**src/rtl/fifo_arb_pkg.sv**
```systemverilog
// Shared types and helpers for the FIFO write-port arbiter.
// State encoding and width helper.
package fifo_arb_pkg;

  typedef enum logic {
    IDLE = 1'b0,
    OWN  = 1'b1
  } state_t;

  function automatic int clog2_min1(input int n);
    return (n <= 2) ? 1 : $clog2(n);
  endfunction

endpackage

```
**src/rtl/fifo_wr_arbiter_rr_pick.sv**
```systemverilog
// Rotating-priority encoder: first set req bit at or after rr_ptr,
// wrapping modulo N_REQ.
module rr_pick
  import fifo_arb_pkg::*;
#(
  parameter int N_REQ = 4
) (
  input  logic [N_REQ-1:0]             req,
  input  logic [clog2_min1(N_REQ)-1:0] rr_ptr,
  output logic [clog2_min1(N_REQ)-1:0] pick,
  output logic                         any
);

  localparam int IW = clog2_min1(N_REQ);

  always_comb begin
    pick = '0;
    any  = 1'b0;
    for (int k = 0; k < N_REQ; k++) begin
      if (!any && req[(int'(rr_ptr) + k) % N_REQ]) begin
        any  = 1'b1;
        pick = IW'((int'(rr_ptr) + k) % N_REQ);
      end
    end
  end

endmodule

```
**src/rtl/fifo_wr_arbiter.sv**
```systemverilog
// Round-robin burst arbiter sharing one FIFO write port.
// Owner keeps the port for up to BURST words; stalls on full.
module fifo_wr_arbiter
  import fifo_arb_pkg::*;
#(
  parameter int N_REQ = 4,
  parameter int WIDTH = 32,
  parameter int BURST = 8
) (
  input  logic                         clk,
  input  logic                         sync_reset,
  input  logic [N_REQ-1:0]             req,
  input  logic [N_REQ*WIDTH-1:0]       req_data,
  output logic [N_REQ-1:0]             grant,
  output logic                         fifo_wr_en,
  output logic [WIDTH-1:0]             fifo_wr_data,
  input  logic                         fifo_full,
  input  logic                         fifo_almost_full,
  output logic                         owner_valid,
  output logic [clog2_min1(N_REQ)-1:0] owner_id
);

  localparam int IW = clog2_min1(N_REQ);
  localparam int BW = clog2_min1(BURST + 1);
  localparam logic [BW-1:0] LAST = BW'(BURST - 1);
  localparam logic [IW-1:0] TOP  = IW'(N_REQ - 1);

  state_t          state_q;
  state_t          state_n;
  logic [IW-1:0]   rr_ptr_q;
  logic [IW-1:0]   rr_ptr_n;
  logic [IW-1:0]   owner_n;
  logic [BW-1:0]   beat_q;
  logic [BW-1:0]   beat_n;
  logic [IW-1:0]   pick;
  logic            pick_any;

  rr_pick #(
    .N_REQ(N_REQ)
  ) u_pick (
    .req   (req),
    .rr_ptr(rr_ptr_q),
    .pick  (pick),
    .any   (pick_any)
  );

  always_ff @(posedge clk) begin
    if (sync_reset) begin
      state_q  <= IDLE;
      rr_ptr_q <= '0;
      owner_id <= '0;
      beat_q   <= '0;
    end else begin
      state_q  <= state_n;
      rr_ptr_q <= rr_ptr_n;
      owner_id <= owner_n;
      beat_q   <= beat_n;
    end
  end

  always_comb begin
    state_n  = state_q;
    rr_ptr_n = rr_ptr_q;
    owner_n  = owner_id;
    beat_n   = beat_q;
    unique case (state_q)
      IDLE: begin
        if (pick_any && !fifo_almost_full) begin
          state_n = OWN;
          owner_n = pick;
          beat_n  = '0;
        end
      end
      OWN: begin
        if (fifo_wr_en) beat_n = beat_q + 1'b1;
        // Release on dropped req or on the last word of a burst.
        if (!req[owner_id] ||
            (fifo_wr_en && beat_q == LAST)) begin
          state_n  = IDLE;
          rr_ptr_n = (owner_id == TOP) ? '0
                                       : owner_id + 1'b1;
          beat_n   = '0;
        end
      end
    endcase
  end

  always_comb begin
    grant = '0;
    if (state_q == OWN && !sync_reset && !fifo_full)
      grant[owner_id] = req[owner_id];
    fifo_wr_en   = |grant;
    fifo_wr_data = fifo_wr_en
                 ? req_data[int'(owner_id)*WIDTH +: WIDTH]
                 : '0;
    owner_valid  = (state_q == OWN);
  end

endmodule

```
**config.mk**
```make
export PLATFORM = sky130hd
export DESIGN_NAME = fifo_wr_arbiter
export DESIGN_NICKNAME = d
export VERILOG_FILES = /design/src/rtl/fifo_arb_pkg.sv /design/src/rtl/fifo_wr_arbiter_rr_pick.sv /design/src/rtl/fifo_wr_arbiter.sv
export SDC_FILE = /design/constraint.sdc
export NUM_CORES = 1
export LEC_CHECK = 0
export ABC_AREA = 1
export BUFFER_PORTS_ARGS = -buffer_cell sky130_fd_sc_hd__buf_4
export CORE_ASPECT_RATIO = 0.9
export CORE_MARGIN = 2
export CORE_UTILIZATION = 39
export DETAILED_ROUTE_END_ITERATION = 10
export GPL_TIMING_DRIVEN = 0
export PLACE_DENSITY = 0.93
export SLEW_MARGIN = 5
export SYNTH_ARGS = -nofsm -noshare
export SYNTH_HDL_FRONTEND = slang
export SYNTH_SLANG_ARGS = --single-unit
```
**constraint.sdc**
```tcl
create_clock -name clk -period 2.44 [get_ports clk]
set_clock_uncertainty 0.05 [all_clocks]
set_input_delay 0 -clock clk [delete_from_list [all_inputs] [get_ports clk]]
set_output_delay 0 -clock clk [all_outputs]
set_load 0.1 [all_outputs]
```
Word-level counts from Yosys, hierarchy flattened --
Cells that the tools add are included.
Word-level totals: word-level logic and storage cells 81, output and inout port bits 40, flip-flop bits (word level) 9
Cells by class: reduce and logical (&&, ||, !) cells 23, bitwise gates (word level) 5, shift-type cells 1, order comparisons 6, $add $sub $neg 5, muxes and demuxes 33, equality and inequality tests 4
Operators with widths (count):
- 128-bit by 8-bit indexed part select with 32-bit output | 1
- 32-bit two-way mux | 1
- 4-bit two-way mux | 4
- 1-bit two-way mux | 15
- 3-bit by 4-bit < comparator with 1-bit output (second input constant) | 3
- 1-bit binary-select mux with 2-bit select | 5
- 2-bit two-way mux | 5
- 1-bit logical AND | 8
- 4-bit case mux with 2 select lines | 1
- 1-bit logical NOT | 7
- 2-bit by 3-bit < comparator with 1-bit output (second input constant) | 2
- 2-bit AND reduction | 3
- 2-bit OR reduction | 3
- 2-bit by 1-bit adder with 2-bit output (second input constant) | 2
- 2-bit adder (second input constant) | 2
- 4-bit by 1-bit adder with 4-bit output (second input constant) | 1
- 4-bit bitwise AND | 1
- 4-bit by 3-bit == test with 1-bit output (second input constant) | 1
- 4-bit OR reduction | 1
- 1-bit bitwise AND (first input constant) | 3
- 3-bit by 2-bit != test with 1-bit output (second input constant) | 1
- 1-bit demux with 2-bit select | 1
- 2-bit == test (second input constant) | 1
- 2-bit by 1-bit greater-or-equal comparator with 1-bit output (second input constant) | 1
- 4 further kinds | 4

Longest topological paths before layout --
Gate-level depths: netlist (run 1).
word-level depth 17, depth in mapped cells 14

Hierarchy --
A second synthesis (run 1) with hierarchy kept.
Unflattened totals: cell total of the unflattened synthesis 414, area total of the unflattened synthesis 2057.0 sq um
By module, submodules not included:
- fifo_wr_arbiter | cells an instance 355, times used 1, area each 1737.9 sq um
- rr_pick | cells an instance 59, times used 1, area each 319.1 sq um

Least setup slack after synthesis (run 1) --
OpenSTA, ideal clock, no wires.
path type register -> output, start register owner_id[0], end output port fifo_wr_data[10], required time 2.390 ns, stages on the path, launching flop included 12, slack -1.649 ns, arrival time 4.039 ns, buffers on the path 3, cells stage by stage dfxtp_1 -> inv_2 -> clkbuf_1 -> clkbuf_1 -> ha_1 -> inv_1 -> nor2_1 -> o21ai_2 -> nand2_2 -> inv_2 -> buf_2 -> a21oi_1
Between the ends: word-level cells in the longest chain between the ends 8, elaborated cells on any way between the ends 12, those cells by class order compare (2); shift (1); mux (6); bitwise (1); reduce/logical (2)
Ends and longest elaborated chain:
- start: declaration | line fifo_wr_arbiter.sv:20 | output logic [clog2_min1(N_REQ)-1:0] owner_id
- start signal: assignment | line fifo_wr_arbiter.sv:56 | owner_id <= owner_n;
- 2-bit by 3-bit < comparator with 1-bit output (not written as such) or 2-bit by 1-bit greater-or-equal comparator with 1-bit output (tied branches) | line fifo_wr_arbiter.sv:91 | grant[owner_id] = req[owner_id];
- 1-bit logical AND (not written as such) | line fifo_wr_arbiter.sv:91
- 1-bit two-way mux (not written as such) | line fifo_wr_arbiter.sv:91
- 1-bit demux with 2-bit select | line fifo_wr_arbiter.sv:91
- 4-bit bitwise AND (no source line) (*)
- 4-bit two-way mux (*) | line fifo_wr_arbiter.sv:90 | if (state_q == OWN && !sync_reset && !fifo_full)
- 4-bit OR reduction (*) | line fifo_wr_arbiter.sv:92 | fifo_wr_en = |grant;
- named net fifo_wr_en | line fifo_wr_arbiter.sv:15 | output logic fifo_wr_en,
- 32-bit two-way mux (*) | line fifo_wr_arbiter.sv:94 | ? req_data[int'(owner_id)*WIDTH +: WIDTH]
- end: declaration | line fifo_wr_arbiter.sv:16 | output logic [WIDTH-1:0] fifo_wr_data,
Mark *: on every way through the listed nets, which the timed path passes. The rest lies on a longest branch. The select of a mux whose other input is x is not followed.

Worst setup path in the final report (run 1) --
start register owner_id[0], end output port fifo_wr_data[20]
Between the ends: word-level cells in the longest chain between the ends 8, elaborated cells on any way between the ends 12, those cells by class order compare (2); shift (1); mux (6); bitwise (1); reduce/logical (2)
Ends and longest elaborated chain (line):
- 2-bit by 3-bit < comparator with 1-bit output (not written as such) or 2-bit by 1-bit greater-or-equal comparator with 1-bit output (tied branches) | fifo_wr_arbiter.sv:91
- 1-bit logical AND (not written as such) | fifo_wr_arbiter.sv:91
- 1-bit two-way mux (not written as such) | fifo_wr_arbiter.sv:91
- 1-bit demux with 2-bit select | fifo_wr_arbiter.sv:91
- 4-bit bitwise AND (no source line)
- 4-bit two-way mux | fifo_wr_arbiter.sv:90
- 4-bit OR reduction | fifo_wr_arbiter.sv:92
- 32-bit two-way mux (*) | fifo_wr_arbiter.sv:94
Mark *: on every way between the ends. The rest lies on a longest branch, timed or not. The select of a mux whose other input is x is not followed.

==> results.cfg, run 1 <==
[clock_network]
clockBufferDepth = 2
numCtsBuffers = 3
clkSinkCount = 9
path_clk_slew_ns = 0.04
clock_latency_ns = 0.24
cts_root_buf = clkbuf_8
h-tree-depth = 1
cts_tree = yes

[detailed_routing]
drc = 0
drtIter0Drc = 158
routed_wl_um = 10100
wl_per_cell_um = 15.6
vias_per_cell = 5.24
vias = 3387
postRouteAntennaNets = 0
dr.pass1.iters = 4

[grt]
gr-usage-met1_pct = 35.1
grt_overflow = 0
grt_usage_pct = 32.2
grt_max_degree = 12
grt_pass1_wl_um = 14900
top_usage_layer = met2
grt_pass1_vias = 3180
grt_antenna_before_repair = 0
use_met2_pct = 60.8
use_met3_pct = 6.22

[yosys]
synth_edf_count = 0
yosys_warnings = 0
synth_fp_nets = 542
async_reset_ff_share_pct = 0
ys.flop_type = dfxtp_1
netlist_instances = 401
ys_seq_area_share_pct = 8.98
netlist_area_um2 = 2010
synth.avg_cell_area_um2 = 5.00
synth_cell_types = 31
ys_ff_latch = 9

[placement]
numPortBuffers = 174
dpl_worst_slack_ns = 0.288
routabilityCongestion = 0.894
hpwl_um = 7790
post_dp_cell_area_um2 = 3830

[setup_path]
worst_path_max_delay_cell = dfxtp_4
crit_family = buffers and inverters
r2r_setup_slack_ns = 0.34
cp_common_cell = inv_4
path_max_fanout = 11
end_kind = output pin
critPathRequiredTime_ns = 2.39
arrival_ns = 2.34
worst_setup_path_start_kind = flip-flop
cp_slowest_stage_delay_ns = 0.39
worstPathCellList = inv_4 > clkbuf_8 > clkbuf_4 > ha_1 > inv_1 > nor2_1 > o21ai_2 > nand2_4 > inv_4 > buf_12 > a21oi_4 > buf_4
worst-path-buf-inv = 7
crit_type = flip-flop to output pin

[timing]
slew_headroom_pct = 65.4
finalHoldViolations = 0
period_needed_ns = 2.39
worst_pin_slew_ns = 0.520
fmax_mhz = 419
finalWorstSetupSlack_ns = 0.0545
slew_viol_final = 0
finalSetupViolCount = 0
setup_tns_ns = 0
period_share_pct = 97.8
holdWs_ns = 0.112

[die]
dieWidth_um = 79.6
initial_core_util_pct = 41.0
num_rows = 24
core_um2 = 4890
num_io_pins = 176
die_area_um2 = 5740
die_h_um = 72.1

[status]
status = completed

[layout]
drive_gt1_share_pct = 44.9
diodes = 0
synthToLayoutAreaGrowth_pct = 101
design_area_um2 = 4030
final_nets = 723

[job]
maxCapViolCount = 0

[pwr]
total_power_mw = 1.46
powerDensity_nw_per_um2 = 363
p_leak_nw = 1.87
ir_drop_uv = 394

[min_path]
hold_class = primary input to flip-flop
-- layout by cell type (no fill, tap or decap), types with 4 or more instances in the layout --
| cell type | synthesis | layout |
|---|---|---|
| a21oi_1 | 36 | 4 |
| a21oi_4 | 0 | 30 |
| buf_2 | 11 | 7 |
| buf_4 | 1 | 147 |
| buf_6 | 2 | 32 |
| clkbuf_1 | 12 | 10 |
| clkbuf_8 | 0 | 5 |
| dfxtp_1 | 9 | 6 |
| ha_1 | 5 | 5 |
| inv_1 | 20 | 20 |
| inv_2 | 6 | 4 |
| nand2_1 | 38 | 38 |
| nand2_2 | 7 | 6 |
| nand3_1 | 8 | 8 |
| nand4_1 | 4 | 4 |
| nor2_1 | 146 | 146 |
| nor3_2 | 0 | 4 |
| o21ai_0 | 66 | 66 |
-- repair_timing --
item                                    4_1_cts  5_1_grt
setup buffers                                 0        1
resized for setup                             0       33
endpoints found under the setup margin        0       30
hold buffers                                  1        0
hold endpoints to repair                      7        0
-- worst min-delay path: stages --
cell and delay, ns:
buf_4 0.08, inv_1 0.05, nand3_2 0.14, a21oi_1 0.09
-- routing by layer --
metal  vias to the layer above  wire, µm
li1                       1657         -
met1                      1579      3720
met2                       117      5320
met3                        34       715
met4                         0       344
met5                         -         0
-- stage by stage --
| stage | utilization [%] | instances |
|---|---|---|
| after floorplan | - | 401 |
| after global placement | 78.3 | 640 |
| after global routing | 82.2 | 646 |
| final | 82.2 | 646 |
| after CTS | 79.5 | 645 |
| after detailed placement | 78.3 | 640 |
-- final cells by class --
class / count / area (µm²)
timing repair buffer: 176 / 1430
buffer: 28 / 213
sequential: 9 / 189
tap: 65 / 81.3
clock buffer: 4 / 45.0
fill: 351 / 870
multi-input combinational: 337 / 1960
inverter: 27 / 109
-- kinds of logic (layout without fill, tap and decap cells) --
| kind of cell | Yosys count | after routing | share of synthesized area, % |
|---|---|---|---|
| buffers and inverters | 55 | 235 | 12.0 |
| adder cells (fa/ha/maj) | 5 | 5 | 3.12 |
| AND/OR/NAND/NOR | 220 | 220 | 46.8 |
| flip-flops | 9 | 9 | 8.98 |
| XOR/XNOR | 2 | 2 | 0.873 |
| AO/OA/AOI/OAI | 110 | 110 | 28.2 |
-- state kept, by name, summed over array words and instances, names as in the netlist --
signal,cells
owner_valid,1
owner_id,2
beat_q,4
rr_ptr_q,2
-- report_power, final --
| part | total [mW] | switching [mW] | internal [mW] |
|---|---|---|---|
| clock network | 0.176 | 0.0619 | 0.114 |
| logic | 1.11 | 0.717 | 0.393 |
| registers | 0.175 | 0.0143 | 0.160 |
-- worst paths after layout --
check / start / endpoint / cells past startpoint
worst min-delay path: fifo_almost_full / owner_valid / 4
worst min register to register: beat_q[0] / beat_q[0] / 2
worst max-delay path: owner_id[0] / fifo_wr_data[20] / 12
worst max register to register: owner_id[0] / beat_q[1] / 13
-- cells in the mapped netlist (2+ instances only) --
cell / number / area (µm²)
nand2_4: 2 / 22.5
nor2_2: 3 / 18.8
buf_6: 2 / 22.5
inv_1: 20 / 75.1
xor2_1: 2 / 17.5
nand3_2: 3 / 30.0
ha_1: 5 / 62.6
buf_2: 11 / 55.1
nor2_1: 146 / 548
inv_2: 6 / 22.5
o21ai_1: 3 / 15.0
nand2_1: 38 / 143
dfxtp_1: 9 / 180
buf_1: 2 / 7.51
nor3_1: 5 / 25.0
nand2_2: 7 / 43.8
clkbuf_1: 12 / 45.0
nand4_1: 4 / 25.0
o21ai_2: 2 / 17.5
nand3_1: 8 / 40.0
o21ai_0: 66 / 330
a21oi_1: 36 / 180
(Power assumes the default switching activity.)
==> run 2, diff against run 1 <==
--- a/config.mk
+++ b/config.mk
@@ -5,14 +5,13 @@
 export SDC_FILE = /design/constraint.sdc
 export NUM_CORES = 1
 export LEC_CHECK = 0
-export ABC_AREA = 1
 export BUFFER_PORTS_ARGS = -buffer_cell sky130_fd_sc_hd__buf_4
 export CORE_ASPECT_RATIO = 0.9
 export CORE_MARGIN = 2
-export CORE_UTILIZATION = 39
+export CORE_UTILIZATION = 35
 export DETAILED_ROUTE_END_ITERATION = 10
 export GPL_TIMING_DRIVEN = 0
-export PLACE_DENSITY = 0.93
+export PLACE_DENSITY = 0.92
 export SLEW_MARGIN = 5
 export SYNTH_ARGS = -nofsm -noshare
 export SYNTH_HDL_FRONTEND = slang
==> run 2 against run 1 <==
Effect of this change:
- die area decreased by 11%
- via count decreased by 40%
- core utilization decreased by 8.2 points
- largest power group unchanged
- synthesized cell count decreased by 64%
==> results.cfg, run 2 <==
[detailed_routing]
vias = 2026
routed_wl_um = 7210
wl_per_cell_um = 18.5
vias_per_cell = 5.21
route.met2.wl_um = 4080
top_layer_used = met4
postRouteAntennaNets = 0
dr.pass1.iters = 4
dr_wl_met3_um = 640
drc = 0
wl_met1_um = 2310
drtIter0Drc = 54

[setup_path]
r2r_setup_slack_ns = 0.29
arrival_ns = 2.27
cp_slowest_stage_delay_ns = 0.54
critPathRequiredTime_ns = 2.39
worst_path_max_delay_cell = or4_1
worstPathCellList = clkbuf_16 > inv_1 > ha_1 > or4_1 > nand3_2 > inv_2 > clkbuf_4 > and2_2 > buf_6
path_max_fanout = 10
reg2reg_from = owner_id[1]
critPathCapture = fifo_wr_data[4]
end_kind = output pin
r2r-end = beat_q[0]
cp-startpoint = owner_id[1]
crit_type = flip-flop to output pin
r2r_cells = 7
worst_setup_path_start_kind = flip-flop

[placement]
post_dp_cell_area_um2 = 3080
hpwl_um = 6090
numPortBuffers = 174
routabilityCongestion = 0.800
dp.cells = 381
dpl_worst_slack_ns = -0.0216

[layout]
final_common_cell = buf_4
regMostFlops = beat_q
diodes = 0
drive_gt1_share_pct = 79.5
final_nets = 469
synthToLayoutAreaGrowth_pct = 105
postLayoutCoreUtil_pct = 74.0
design_area_um2 = 3260
multi_input_area_um2 = 1380
fillerInstances = 315
largestRegisters = beat_q (4), owner_id (2), rr_ptr_q (2)
final_cell_mix = 161 x buf_4, 32 x mux4_2, 20 x and2_2, 17 x buf_6, 9 x and2_4
regArea_um2 = 189
instances_no_fill = 389
largest_reg_flops = 4

[clock_network]
hold_buffers = 0
cts_root_buf = clkbuf_8
clockBufferDepth = 2
h-tree-depth = 1
cts_tree = yes
clkSinkCount = 9
clock_latency_ns = 0.23
numCtsBuffers = 3
path_clk_slew_ns = 0.05

[yosys]
async_reset_ff_share_pct = 0
synth.avg_cell_area_um2 = 10.9
synth_cell_types = 35
ys_seq_area_share_pct = 11.4
netlist_instances = 145
synth_most_common_cell = and2_1
synth_top_cell_by_area = mux4_2
ys_top_cells_by_count = 33 x and2_1, 32 x mux4_2, 9 x dfxtp_1, 8 x clkbuf_1
synth_edf_count = 0
ys_top_cells_by_area = mux4_2 45%, and2_1 13%, dfxtp_1 11%
ys_ff_latch = 9
synth_fp_nets = 286
netlist_area_um2 = 1590
yosys_warnings = 0
synth_top_area_share_pct = 45.4
ys.flop_type = dfxtp_1

[timing]
period_share_pct = 95.2
finalSetupViolCount = 0
worst_pin_slew_ns = 0.657
slew_viol_final = 0
period_needed_ns = 2.32
rsz0062_at_grt = false
setup_tns_ns = 0
fmax_mhz = 430
finalWorstSetupSlack_ns = 0.116
finalHoldViolations = 0
slew_headroom_pct = 55.9

[grt]
grt_max_degree = 19
grt_pass1_vias = 2126
grt_overflow = 0
grt_usage_pct = 25.6
grt_pass1_wl_um = 9690
grt_antenna_before_repair = 0

[pwr]
powerDensity_nw_per_um2 = 245
ir_drop_uv = 194
p_leak_nw = 1.53

[die]
die_area_um2 = 5090
num_io_pins = 176
dieWidth_um = 75.0
initial_core_util_pct = 36.0
num_rows = 23
die_h_um = 67.9
core_um2 = 4400

[min_path]
hold_class = primary input to flip-flop

[job]
maxCapViolCount = 0

[status]
status = completed
run 2: layout make-up:
type,instances,area share [%]
inverters,7,0.806
well taps,62,2.38
repair buffers,180,44.1
flip-flops and latches,9,5.80
multi-input cells,117,42.3
plain buffers,10,3.26
clock buffers,4,1.38
run 2: what timing repair did:
action,4_1_cts,5_1_grt
setup buffers,1,5
setup endpoints to repair,30,30
resized for setup,28,3
pin swaps,0,0
run 2: metal layers:
layer / vias up / global-route usage (%)
met3: 18 / 6.04
met4: 0 / 8.71
li1: 941 / -
met2: 117 / 51.2
met1: 950 / 25.5
met5: - / 0
run 2: through the flow:
step | power, mW | hold WS, ns
4_1_cts | 0.796 | 0.0475
2_1_floorplan | 0.405 | 0.184
6_report | 0.799 | 0.0648
3_3_place_gp | 0.599 | 0.282
5_1_grt | 0.839 | 0.128
3_5_place_dp | 0.617 | 0.286
run 2: power breakdown:
part / leakage, nW / switching, mW / internal (mW)
registers: 0.0749 / 0.00712 / 0.152
logic: 1.43 / 0.194 / 0.271
clock network: 0.0228 / 0.0604 / 0.114
run 2: worst max-delay path: cells and delay by family, from the launching register on:
family / cells / cell delay [ns]
adders and majority gates: 1 / 0.20
buffers and inverters: 5 / 0.62
DFF: 1 / 0.37
and+or+nand+nor: 3 / 0.84
run 2: kinds of logic after synthesis:
family | Yosys count | synth area share, %
and+or+nand+nor | 59 | 23.2
muxes | 34 | 47.8
DFF | 9 | 11.4
AOI/OAI and AO/OA | 19 | 8.60
buffers and inverters | 19 | 5.13
adders and majority gates | 5 | 3.94
run 2: worst min-delay path by stage:
stage / start / to / slack [ns] / cells past startpoint
2_1_floorplan: fifo_almost_full / owner_id[1] / 0.18 / 3
3_3_place_gp: sync_reset / owner_valid / 0.28 / 2
5_1_grt: sync_reset / owner_valid / 0.13 / 2
3_5_place_dp: sync_reset / owner_valid / 0.29 / 2
4_1_cts: sync_reset / owner_valid / 0.05 / 2
6_report: sync_reset / owner_valid / 0.06 / 2
